===== config.mk =====
export PLATFORM = sky130hd
export DESIGN_NAME = regfile_ext_flat
export DESIGN_NICKNAME = d
export VERILOG_FILES = /design/src/rtl/regfile_ext_if.sv /design/src/rtl/regfile_ext.sv /design/src/flat_wrapper.sv
export SDC_FILE = /design/constraint.sdc
export NUM_CORES = 1
export LEC_CHECK = 0
export ABC_AREA = 1
export BUFFER_PORTS_ARGS = -buffer_cell sky130_fd_sc_hd__clkbuf_2
export CORE_MARGIN = 3
export CORE_UTILIZATION = 45
export CTS_BUF_LIST = sky130_fd_sc_hd__clkbuf_4 sky130_fd_sc_hd__clkbuf_8 sky130_fd_sc_hd__clkbuf_16
export DETAILED_ROUTE_END_ITERATION = 10
export SETUP_SLACK_MARGIN = 0.02
export SYNTH_ARGS = -nofsm -noshare
export SYNTH_HDL_FRONTEND = slang
export SYNTH_SLANG_ARGS = --single-unit

===== constraint.sdc =====
create_clock -name CLK -period 11.2 [get_ports CLK]
set_input_delay 1.12 -clock CLK [delete_from_list [all_inputs] [get_ports CLK]]
set_output_delay 1.12 -clock CLK [all_outputs]
set_load 0.01 [all_outputs]

===== src/rtl/regfile_ext_if.sv =====
// Register-access bus for regfile_ext.
//   master : system controller side (drives WrEn/RdEn/ADDR/WR_DATA/WR_MASK)
//   slave  : register file side (drives REG_EXP/EXP_UPD/RD_DATA/RD_DATA_VLD/ERR)
interface regfile_ext_if #(
  parameter int DATA_WD = 8,
  parameter int ADDR_WD = 4,
  parameter int NUM_EXP = 4
);
  logic                       WrEn;
  logic                       RdEn;
  logic [ADDR_WD-1:0]         ADDR;
  logic [DATA_WD-1:0]         WR_DATA;
  logic [DATA_WD-1:0]         WR_MASK;
  logic [NUM_EXP*DATA_WD-1:0] REG_EXP;
  logic [NUM_EXP-1:0]         EXP_UPD;
  logic [DATA_WD-1:0]         RD_DATA;
  logic                       RD_DATA_VLD;
  logic                       ERR;

  modport master (
    output WrEn, RdEn, ADDR, WR_DATA, WR_MASK,
    input  REG_EXP, EXP_UPD, RD_DATA, RD_DATA_VLD, ERR
  );

  modport slave (
    input  WrEn, RdEn, ADDR, WR_DATA, WR_MASK,
    output REG_EXP, EXP_UPD, RD_DATA, RD_DATA_VLD, ERR
  );
endinterface


===== src/rtl/regfile_ext.sv =====
// Parametrised configuration register file.
//   CLK, RST : clock (rising edge), asynchronous active-high reset
//   bus      : regfile_ext_if.slave
//     WrEn/RdEn/ADDR/WR_DATA/WR_MASK : bit-masked write and 1-cycle-latency read
//     REG_EXP  : live contents of registers 0..NUM_EXP-1
//     EXP_UPD  : 1-cycle pulse per exported register whose value changed
//     RD_DATA/RD_DATA_VLD : read result and its valid pulse
//     ERR      : 1-cycle pulse on illegal address or write to a read-only register
module regfile_ext #(
  parameter int DATA_WD = 8,
  parameter int DEPTH   = 16,
  parameter int ADDR_WD = 4,
  parameter int NUM_EXP = 4,
  parameter logic [DEPTH*DATA_WD-1:0] RST_VAL =
    ((DEPTH*DATA_WD)'(8'h20) << (3*DATA_WD)) |
    ((DEPTH*DATA_WD)'(8'h81) << (2*DATA_WD)),
  parameter logic [DEPTH-1:0] RO_MASK = '0
) (
  input logic           CLK,
  input logic           RST,
  regfile_ext_if.slave  bus
);

  logic [DEPTH-1:0][DATA_WD-1:0] regs;
  logic [DEPTH-1:0]              wr_sel;
  logic [DATA_WD-1:0]            rd_word;
  logic [DATA_WD-1:0]            wr_word;
  logic                          ro_hit;
  logic                          addr_ok;
  logic                          wr_chg;

  logic [DATA_WD-1:0]            rd_data;
  logic                          rd_vld;
  logic                          err;
  logic [NUM_EXP-1:0]            upd;

  // Widened by one bit so DEPTH == 2**ADDR_WD still compares correctly.
  assign addr_ok = {1'b0, bus.ADDR} < (ADDR_WD+1)'(DEPTH);

  // Address decode by scan rather than indexing, so an out-of-range ADDR
  // simply yields zero data and no read-only hit.
  always_comb begin
    rd_word = '0;
    ro_hit  = 1'b0;
    for (int i = 0; i < DEPTH; i++) begin
      if (bus.ADDR == ADDR_WD'(i)) begin
        rd_word = regs[i];
        ro_hit  = RO_MASK[i];
      end
    end
  end

  assign wr_word = (rd_word & ~bus.WR_MASK) | (bus.WR_DATA & bus.WR_MASK);
  assign wr_chg  = wr_word != rd_word;

  for (genvar g = 0; g < DEPTH; g++) begin : g_sel
    assign wr_sel[g] = bus.WrEn && !RO_MASK[g] && (bus.ADDR == ADDR_WD'(g));
  end

  always_ff @(posedge CLK or posedge RST) begin
    if (RST) begin
      regs <= RST_VAL;
    end else begin
      for (int i = 0; i < DEPTH; i++)
        if (wr_sel[i]) regs[i] <= wr_word;
    end
  end

  // rd_word is sampled before the write lands, giving read-before-write
  // on a simultaneous access to the same address.
  always_ff @(posedge CLK or posedge RST) begin
    if (RST) begin
      rd_data <= '0;
      rd_vld  <= 1'b0;
      err     <= 1'b0;
      upd     <= '0;
    end else begin
      rd_vld <= bus.RdEn;
      if (bus.RdEn) rd_data <= rd_word;
      err <= (bus.WrEn && (!addr_ok || ro_hit)) || (bus.RdEn && !addr_ok);
      upd <= wr_chg ? wr_sel[NUM_EXP-1:0] : '0;
    end
  end

  assign bus.REG_EXP     = regs[NUM_EXP-1:0];
  assign bus.EXP_UPD     = upd;
  assign bus.RD_DATA     = rd_data;
  assign bus.RD_DATA_VLD = rd_vld;
  assign bus.ERR         = err;

endmodule


===== src/flat_wrapper.sv =====
// flat-port wrapper written by rule: the top's interface ports become plain ports
module regfile_ext_flat 
#(
  parameter int DATA_WD = 8,
  parameter int DEPTH   = 16,
  parameter int ADDR_WD = 4,
  parameter int NUM_EXP = 4,
  parameter logic [DEPTH*DATA_WD-1:0] RST_VAL =
    ((DEPTH*DATA_WD)'(8'h20) << (3*DATA_WD)) |
    ((DEPTH*DATA_WD)'(8'h81) << (2*DATA_WD)),
  parameter logic [DEPTH-1:0] RO_MASK = '0
)
  (CLK, RST, bus_WrEn, bus_RdEn, bus_ADDR, bus_WR_DATA, bus_WR_MASK, bus_REG_EXP, bus_EXP_UPD, bus_RD_DATA, bus_RD_DATA_VLD, bus_ERR);
  regfile_ext_if #(.DATA_WD(DATA_WD), .ADDR_WD(ADDR_WD), .NUM_EXP(NUM_EXP)) bus_i ();
  input logic CLK;
  input logic RST;
  input wire logic [$bits(bus_i.WrEn)-1:0] bus_WrEn;
  input wire logic [$bits(bus_i.RdEn)-1:0] bus_RdEn;
  input wire logic [$bits(bus_i.ADDR)-1:0] bus_ADDR;
  input wire logic [$bits(bus_i.WR_DATA)-1:0] bus_WR_DATA;
  input wire logic [$bits(bus_i.WR_MASK)-1:0] bus_WR_MASK;
  output wire logic [$bits(bus_i.REG_EXP)-1:0] bus_REG_EXP;
  output wire logic [$bits(bus_i.EXP_UPD)-1:0] bus_EXP_UPD;
  output wire logic [$bits(bus_i.RD_DATA)-1:0] bus_RD_DATA;
  output wire logic [$bits(bus_i.RD_DATA_VLD)-1:0] bus_RD_DATA_VLD;
  output wire logic [$bits(bus_i.ERR)-1:0] bus_ERR;
  assign bus_i.WrEn = bus_WrEn;
  assign bus_i.RdEn = bus_RdEn;
  assign bus_i.ADDR = bus_ADDR;
  assign bus_i.WR_DATA = bus_WR_DATA;
  assign bus_i.WR_MASK = bus_WR_MASK;
  assign bus_REG_EXP = bus_i.REG_EXP;
  assign bus_EXP_UPD = bus_i.EXP_UPD;
  assign bus_RD_DATA = bus_i.RD_DATA;
  assign bus_RD_DATA_VLD = bus_i.RD_DATA_VLD;
  assign bus_ERR = bus_i.ERR;
  regfile_ext #(.DATA_WD(DATA_WD), .DEPTH(DEPTH), .ADDR_WD(ADDR_WD), .NUM_EXP(NUM_EXP), .RST_VAL(RST_VAL), .RO_MASK(RO_MASK)) u_core (.CLK(CLK), .RST(RST), .bus(bus_i));
endmodule

==> results by group <==
Outcome
  • Status: finished clean

Final layout
  • Fin cells: between 1000 and 1500
  • Core Util, Final: between 50% and 60%
  • Antenna Cells: 0
  • Commonest cells after routing, fill and taps aside: 403 x nand2_1, 138 x dfrtp_1, 68 x inv_1, 68 x clkbuf_2, 64 x nor2_1
  • Fill count: approximately 1500
  • Commonest non-fill, non-tap cell in the layout: nand2_1
  • Fraction of layout cells with a size suffix above 1: about 15%
  • Final #Nets: around 970
  • Area growth from synthesis to layout: 12.9%

Route
  • Post-DRT Antenna Nets: 0
  • Routed wire per std cell: about 17 µm
  • Starting DRT DRC Count: 502
  • Vias: roughly 5800
  • DR pass1 iterations: 5
  • Vias per inst: slightly above 5
  • DRT Wirelength: about 19000 µm
  • Drc violations: 0

Clock tree
  • Post-CTS sizing: 0
  • Clock sinks: approximately 140
  • Deepest clock path buffer count: 2
  • H-tree levels: 4
  • Clk_lat worst skew: between 400 and 500 ps
  • CTS tree: yes
  • Total CTS buffers: 17
  • Hold Buf Count CTS: 0
  • Root buffer cell: clkbuf_16
  • Postcts setup bufs: 0
  • Clock slew seen by the registers of the worst setup and hold paths: around 60 ps

Placed design
  • Placed cell count: about 1100
  • GPL Wtd Cong: 0.906
  • HPWL after DPL: about 13000 µm
  • Buffers on Ports: around 70

Yosys
  • Gate Count Post-Synth: between 900 and 1000
  • YS warnings: 0
  • Syn_nets: ~930
  • Avg Cell Area, Syn: about 7.6 µm²
  • Yosys cell types: 25
  • Synth Cell Area: roughly 6900 µm²
  • Register bit total from synthesis: roughly 140
  • Sequential fraction of the synthesis area: approximately half

Critical path
  • WP data arrival: a little under 4000 ps
  • FF-to-FF path depth: 12
  • Reg-to-reg critical path endpoint: u_core.regs[63]$_DFFE_PP0P_
  • Worst reg2reg startpoint: u_core.bus.REG_EXP[23]$_DFFE_PP1P_
  • Largest fanout on the critical path: 16
  • Setup CP Type: in2reg
  • Reg2Reg Setup Slack: 8690 ps
  • Worst Setup Start Kind: primary input
  • WP data required: 11460 ps
  • Crit path capture type: flip-flop

Power and ir drop
  • P_int: approximately 1.1 mW
  • P per Cell Area: 198 nW/µm²
  • Clock share of power: 39.0%
  • Sw Pwr: 0.444 mW
  • Comb pwr share: roughly 17%
  • Maximum VDD drop: around 0.11 mV
  • Sw frac: between 20 and 30%
  • Lkg Pwr: 4.04 nW
  • Flop pwr share: between 40% and 50%

Floorplan
  • Die Wd: around 130 µm
  • FP Rows: 44
  • Die Area: between 15000 and 20000 µm²
  • Initial Util: 46.7%
  • DIE HEIGHT: between 100 and 150 µm
  • Core outline area: about 15000 µm²
  • Top-Level Pins: 70

STA
  • Setup TNS: 0 ps
  • Unrepaired setup endpoints after global routing: no
  • Final period util: 32.8%
  • Final setup vio count: 0
  • Least-Margin Pin Slew: roughly 1100 ps
  • Slew margin rel.: around 28%
  • Final Hold Vio Count: 0
  • Max Clock Skew: roughly 6.8 ps
  • Max Fclk: approximately 270 MHz
  • Tmin final: roughly 3700 ps
  • Final max-slew violation count: 0

Worst hold path
  • Hold EP: u_core.regs[44]$_DFFE_PP0P_
  • Hold_sp: u_core.regs[44]$_DFFE_PP0P_
  • Hold Path Depth: 2
  • HP Class: reg2reg

Global routing
  • Grt total ovfl: 0
  • Vias in the first global route: between 5000 and 6000
  • GRT Util Overall: between 20% and 30%
  • Initial antenna violation count: 0
  • Largest net degree at the start of global routing: between 80 and 90
  • First-pass GRT wire length: ~30000 µm

Run
  • # Max-Cap Violations: 0
state kept, by name (all words and copies together) (netlist names):
name                    count
u_core.bus.REG_EXP         32
u_core.regs                96
u_core.bus.RD_DATA          8
u_core.bus.EXP_UPD          4
u_core.bus.RD_DATA_VLD      1
critical path, cell delays in order:
cell	delay (ps)
clkbuf_2	120
nor2_1	530
nand2_1	300
or2_0	270
nand2_1	70
nand4_1	80
nand2_1	90
nand4_1	80
nor2_1	120
nand4_1	100
nand2_1	140
nand2_1	100
o21ai_2	620
o21ai_0	180
metal layers:
| layer | share of wire [%] | global-route usage [%] | wire length (µm) | vias up |
|---|---|---|---|---|
| met5 | 0 | 0 | 0 | - |
| met4 | 2.3 | 9.35 | 431 | 0 |
| met3 | 5.2 | 4.22 | 977 | 34 |
| met2 | 45 | 34.9 | 8520 | 171 |
| met1 | 48 | 34.1 | 8990 | 2765 |
| li1 | - | - | - | 2871 |
synth_stat cells, drive strengths merged:
master,number,area (µm²)
nor2,74,323
clkbuf,9,33.8
a21oi,9,45.0
buf,43,305
inv,74,278
clkinv,6,22.5
or2,6,37.5
dfstp,3,78.8
nand2,405,1530
a31oi,1,6.26
nand3,25,125
nand4,28,175
nor3,6,30.0
dfrtp,138,3450
o21ai,77,449
conb,1,3.75
layout make-up:
cell class	count	area (µm²)	area share, %
multi-input cells	632	2720	35.0
repair buffers	70	355	4.57
flip-flops and latches	141	3530	45.4
clock buffers	27	532	6.84
clock inverters	5	103	1.32
well taps	184	230	2.96
inverters	80	305	3.93
worst max path at each step:
stage	from	to	slack (ps)	depth (start not counted)
global placement	bus_ADDR[2]	u_core.bus.REG_EXP[15]$_DFFE_PP0P_	7160	14
detailed placement	bus_ADDR[2]	u_core.bus.REG_EXP[23]$_DFFE_PP1P_	7070	14
floorplan	RST	u_core.bus.EXP_UPD[0]$_DFF_PP0_	6300	1
finish	bus_ADDR[2]	u_core.regs[120]$_DFFE_PP0P_	7530	14
CTS	bus_ADDR[2]	u_core.regs[95]$_DFFE_PP0P_	7520	14
global route	bus_ADDR[2]	u_core.bus.REG_EXP[23]$_DFFE_PP1P_	7160	14
per-stage QoR:
step / hold WS, ps / setup slack (ps) / power [mW] / area, µm²
2_1_floorplan: 446 / 6300 / 0.875 / 6890
3_3_place_gp: 459 / 7160 / 0.941 / 7140
3_5_place_dp: 465 / 7070 / 0.947 / 7140
4_1_cts: 478 / 7520 / 1.55 / 7780
5_1_grt: 491 / 7160 / 1.62 / 7780
6_report: 476 / 7530 / 1.54 / 7780
cells by family (layout without fill, tap and decap cells):
kind of cell | count (synthesis) | in the layout | synth area share [%]
flip-flops | 141 | 141 | 51.3
AO/OA/AOI/OAI | 87 | 87 | 7.26
buffers and inverters | 132 | 182 | 9.28
other | 1 | 1 | 0.0544
AND/OR/NAND/NOR | 544 | 544 | 32.2
power by group through the flow:
| stage | Sequential, mW | Combinational, mW | Clock (mW) |
|---|---|---|---|
| 3_5_place_dp | 0.685 | 0.262 | 0 |
| 2_1_floorplan | 0.669 | 0.205 | 0 |
| 5_1_grt | 0.691 | 0.297 | 0.629 |
| 4_1_cts | 0.678 | 0.263 | 0.608 |
| 3_3_place_gp | 0.685 | 0.256 | 0 |
| 6_report | 0.679 | 0.260 | 0.601 |
Power figures use the tool's default switching activity.
